`config.mk`:
```
export PLATFORM = sky130hd
export DESIGN_NAME = ram4k_dma
export DESIGN_NICKNAME = d
export VERILOG_FILES = /design/src/rtl/ram4k_dma.sv
export SDC_FILE = /design/constraint.sdc
export NUM_CORES = 1
export LEC_CHECK = 0
export ABC_AREA = 1
export ABC_CLOCK_PERIOD_IN_PS = 2200
export CAP_MARGIN = 20
export CORE_MARGIN = 3
export CORE_UTILIZATION = 35
export DETAILED_ROUTE_END_ITERATION = 10
export PLACE_DENSITY_LB_ADDON = 0.1
export SLEW_MARGIN = 10
export SYNTH_ARGS = -nofsm -noshare
export SYNTH_HDL_FRONTEND = slang
export SYNTH_SLANG_ARGS = --single-unit
```
`constraint.sdc`:
```
create_clock -name clk -period 2.2 [get_ports clk]
set_input_delay 0.22 -clock clk [delete_from_list [all_inputs] [get_ports clk]]
set_output_delay 0.22 -clock clk [all_outputs]
set_load 0.03 [all_outputs]
```
`src/rtl/ram4k_dma.sv`:
```
// rtl/ram4k_dma.sv - block copy/fill bus master for the ram4k memory port
module ram4k_dma #(
    parameter int AW = 12,
    parameter int DW = 16
) (
    input  logic          clk,
    input  logic          reset,
    input  logic          start,
    input  logic          mode,
    input  logic [AW-1:0] src,
    input  logic [AW-1:0] dst,
    input  logic [AW:0]   len,
    input  logic [DW-1:0] fill_value,
    output logic          busy,
    output logic          done,
    output logic [AW-1:0] ram_address,
    output logic [DW-1:0] ram_wdata,
    output logic          ram_load,
    input  logic [DW-1:0] ram_rdata
);

    typedef enum logic [1:0] {IDLE, READ, WRITE, FINISH} state_t;

    state_t        state;
    state_t        state_next;
    logic [AW-1:0] src_ptr;
    logic [AW-1:0] dst_ptr;
    logic [AW:0]   count;
    logic [AW:0]   count_dec;
    logic          mode_r;
    // Holds the word to be written: the fill value in fill mode, the last
    // read word in copy mode. It is only updated on start or a read, so it
    // keeps its value between writes.
    logic [DW-1:0] wdata_r;

    assign count_dec = count - (AW+1)'(1);

    // State register
    always_ff @(posedge clk) begin
        if (reset) begin
            state <= IDLE;
        end else begin
            state <= state_next;
        end
    end

    // Next-state decode; a zero-length request goes straight to FINISH
    always_comb begin
        state_next = state;
        case (state)
            IDLE: begin
                if (start) begin
                    if (len == '0)  state_next = FINISH;
                    else if (mode)  state_next = WRITE;
                    else            state_next = READ;
                end
            end
            READ:   state_next = WRITE;
            WRITE: begin
                if (count_dec == '0) state_next = FINISH;
                else if (mode_r)     state_next = WRITE;
                else                 state_next = READ;
            end
            FINISH: state_next = IDLE;
            default: state_next = IDLE;
        endcase
    end

    // Pointers, word count and write buffer; pointers wrap modulo 2^AW
    always_ff @(posedge clk) begin
        if (reset) begin
            src_ptr <= '0;
            dst_ptr <= '0;
            count   <= '0;
            mode_r  <= 1'b0;
            wdata_r <= '0;
        end else begin
            case (state)
                IDLE: begin
                    if (start) begin
                        src_ptr <= src;
                        dst_ptr <= dst;
                        count   <= len;
                        mode_r  <= mode;
                        if (mode) wdata_r <= fill_value;
                    end
                end
                READ: begin
                    wdata_r <= ram_rdata;
                    src_ptr <= src_ptr + AW'(1);
                end
                WRITE: begin
                    dst_ptr <= dst_ptr + AW'(1);
                    count   <= count_dec;
                end
                default: ;
            endcase
        end
    end

    // Outputs decoded from registered state only
    always_comb begin
        busy        = (state == READ) || (state == WRITE);
        done        = (state == FINISH);
        ram_load    = (state == WRITE);
        ram_address = (state == WRITE) ? dst_ptr : src_ptr;
        ram_wdata   = wdata_r;
    end

endmodule

```
==> impl_metrics.tcl <==
set metrics [dict create \
    fillers 963 \
    synth_area_leaders "dfxtp_1, nand2_1, o21ai_0, inv_1, a21oi_1" \
    fin_tns_setup_ps 0 \
    syn_avg_cell_area_um2 6.67 \
    num_antenna_cells 0 \
    seqPwrFrac 0.321 \
    initial_core_util 0.363 \
    dp.cells 721 \
    grt_max_degree 35 \
    cts_made_buffers 5 \
    clock_path_buffers 2 \
    drtIter0Drc 159 \
    area_growth_pct 37.0 \
    nets 680 \
    power_switching_uw 2130 \
    vias 3648 \
    critPathMaxFanout 21 \
    slew_viol_final 0 \
    rsz0062_at_grt "false" \
    min_path_type "in2reg" \
    post-route-util 0.497 \
    globalplace.congestion 0.841 \
    antenna_found_initial 0 \
    ir_drop_uv 391 \
    final_cells 729 \
    r2r_end "count[6]" \
    io_pins 104 \
    dieArea_um2 10800 \
    synth_area_leader_cell "dfxtp_1" \
    synth_top_area_share 0.333 \
    gr-total-overflow 0 \
    worst_pin_slew_ps 714 \
    slowest_delay_ps 350 \
    clock-root-buffer "clkbuf_8" \
    crit_chain "inv_1, ha_2, buf_4, nand2_1, o21ai_0, buf_4" \
    ys_seq_area_frac 0.333 \
    synthDistinctLibCells 35 \
    grt_pass1_wl_um 16800 \
    p_sw_frac 0.456 \
    routedWlPerCell_um 14.0 \
    syn_area_um2 3370 \
    holdPathEnd "ram_wdata[1]" \
    relSlewSlack 0.520 \
    power.internal_uw 2540 \
    final_common_cell "nand2_1" \
    hp-start "fill_value[1]" \
    critical_path_required_ps 1980 \
    finalSetupViolations 0 \
    cts_tree "built" \
    clk_latency_ps 320 \
    rrSetupSlack_ps 250 \
    synth_warnings 0 \
    outcome "finished, final reports clean" \
    power.leakage_uw 0.00188 \
    pwr-share-clk 0.151 \
    worst-setup-path-type "reg2out" \
    path_clk_slew_ps 110 \
    powerDensity_nw_per_um2 1010 \
    hold_depth 3 \
    grt_pass1_vias 3516 \
    endpoint_kind "primary output" \
    period_share 0.929 \
    synth_fp_nets 586 \
    syn_inst 505 \
    hold_buffers 0 \
    totalWireLength_um 10200 \
    cp_slowest_cell "dfxtp_1" \
    port_buffers 103 \
    track_usage 0.186 \
    hpwlAfterDp_um 7560 \
    coreArea_um2 9280 \
    rows 35 \
    combPwrFrac 0.528 \
    hold_violations 0 \
    drive_gt1_frac 0.0917 \
    avgViaCountPerCell 5.00 \
    cp.arrival_ps 1820 \
    fmax_mhz 489 \
    clock-skew-final_ps 9.02 \
    final_cell_mix "nand2_1, clkdlybuf4s50_1, dfxtp_1, o21ai_0, inv_1" \
    reg2reg_depth 8 \
    cts_max_level 2 \
    die_h_um 104 \
    ant_nets 0 \
    period_minus_slack_ps 2040 \
    cp_common_cell "buf_4" \
    crit_path_start_kind "flip-flop" \
    maxCapViolCount 0 \
    drc_errors 0 \
    post_cts_buffers 0 \
    first_pass_iters 5 \
    cts.sinks 56 \
    r2r_start "state[0]" \
    ys_ff_latch 56 \
    die_x_um 104 \
]
## cell usage after synthesis, drive strengths merged
| library cell | instances |
|---|---|
| a211oi | 6 |
| a21oi | 37 |
| a221oi | 13 |
| a311oi | 3 |
| a31o | 1 |
| a31oi | 21 |
| buf | 13 |
| clkbuf | 14 |
| dfxtp | 56 |
| ha | 8 |
| inv | 49 |
| nand2 | 126 |
| nand3 | 21 |
| nand3b | 1 |
| nand4 | 4 |
| nor2 | 53 |
| nor3 | 9 |
| nor4 | 1 |
| o211a | 1 |
| o211ai | 5 |
| o21ai | 53 |
| o22ai | 3 |
| o31a | 1 |
| o31ai | 1 |
| or2 | 1 |
| xor2 | 4 |
## what timing repair did
item                                    CTS  global route
gates cloned                              0             0
endpoints found under the setup margin    3             7
gates resized for setup                   3             3
## kinds of logic (layout without fill, tap and decap cells)
| group | count (synthesis) | after routing | synth area share |
|---|---|---|---|
| simple gates | 216 | 216 | 0.277 |
| xor+xnor | 4 | 4 | 0.0104 |
| compound gates | 145 | 145 | 0.258 |
| fa+ha+maj | 8 | 8 | 0.0297 |
| buf+inv | 76 | 171 | 0.0921 |
| flops | 56 | 56 | 0.333 |
## final cells by class
class	count	area (µm²)	share of cell area
sequential	56	1120	0.243
tap	129	161	0.0350
inverter	49	186	0.0404
multi-input combinational	373	1940	0.421
timing repair buffer	114	1100	0.238
clock inverter	2	35.0	0.00759
clock buffer	6	72.6	0.0157
## sequential cells by signal (all words and copies together), names as in the netlist
signal,flops
ram_wdata,16
count,13
dst_ptr,12
src_ptr,12
state,2
mode_r,1
## metal layers
| metal | wire length (µm) | GRT usage | vias to the layer above |
|---|---|---|---|
| met3 | 584 | 0.0385 | 5 |
| met5 | 0 | 0 | - |
| li1 | - | - | 1908 |
| met1 | 4500 | 0.237 | 1651 |
| met2 | 5080 | 0.323 | 84 |
| met4 | 64 | 0.0427 | 0 |
## how the worst max path moves through the flow
stage,start,end,cells after the start
6_report,state[0],ram_address[4],6
2_1_floorplan,state[0],ram_address[3],7
5_1_grt,state[0],ram_address[3],7
3_5_place_dp,len[7],state[0],6
3_3_place_gp,len[7],state[0],6
4_1_cts,state[0],ram_address[3],7
## critical path: cells and delay by family, from the launching register on
| family | cells | cell delay (ps) |
|---|---|---|
| adder cells (fa/ha/maj) | 1 | 280 |
| AND/OR/NAND/NOR | 1 | 130 |
| flip-flops | 1 | 350 |
| AO/OA/AOI/OAI | 1 | 140 |
| buffers and inverters | 3 | 610 |
## stage by stage
stage / worst slack [ps] / cell area, µm² / hold slack (ps) / power (µW)
6_report: 157 / 4620 / 455 / 4670
5_1_grt: 21.7 / 4620 / 451 / 5030
4_1_cts: 13.0 / 4610 / 448 / 4690
3_3_place_gp: 135 / 4500 / 481 / 3960
3_5_place_dp: 179 / 4500 / 492 / 3980
2_1_floorplan: 7.70 / 3370 / 372 / 3190
## power by group through the flow
stage          combinational, µW  sequential, µW  clock [µW]
2_1_floorplan               1590            1590           0
3_3_place_gp                2450            1510           0
3_5_place_dp                2470            1510           0
4_1_cts                     2470            1490         729
5_1_grt                     2730            1540         762
6_report                    2460            1500         706
No activity file was read; power rests on OpenSTA's default activity.
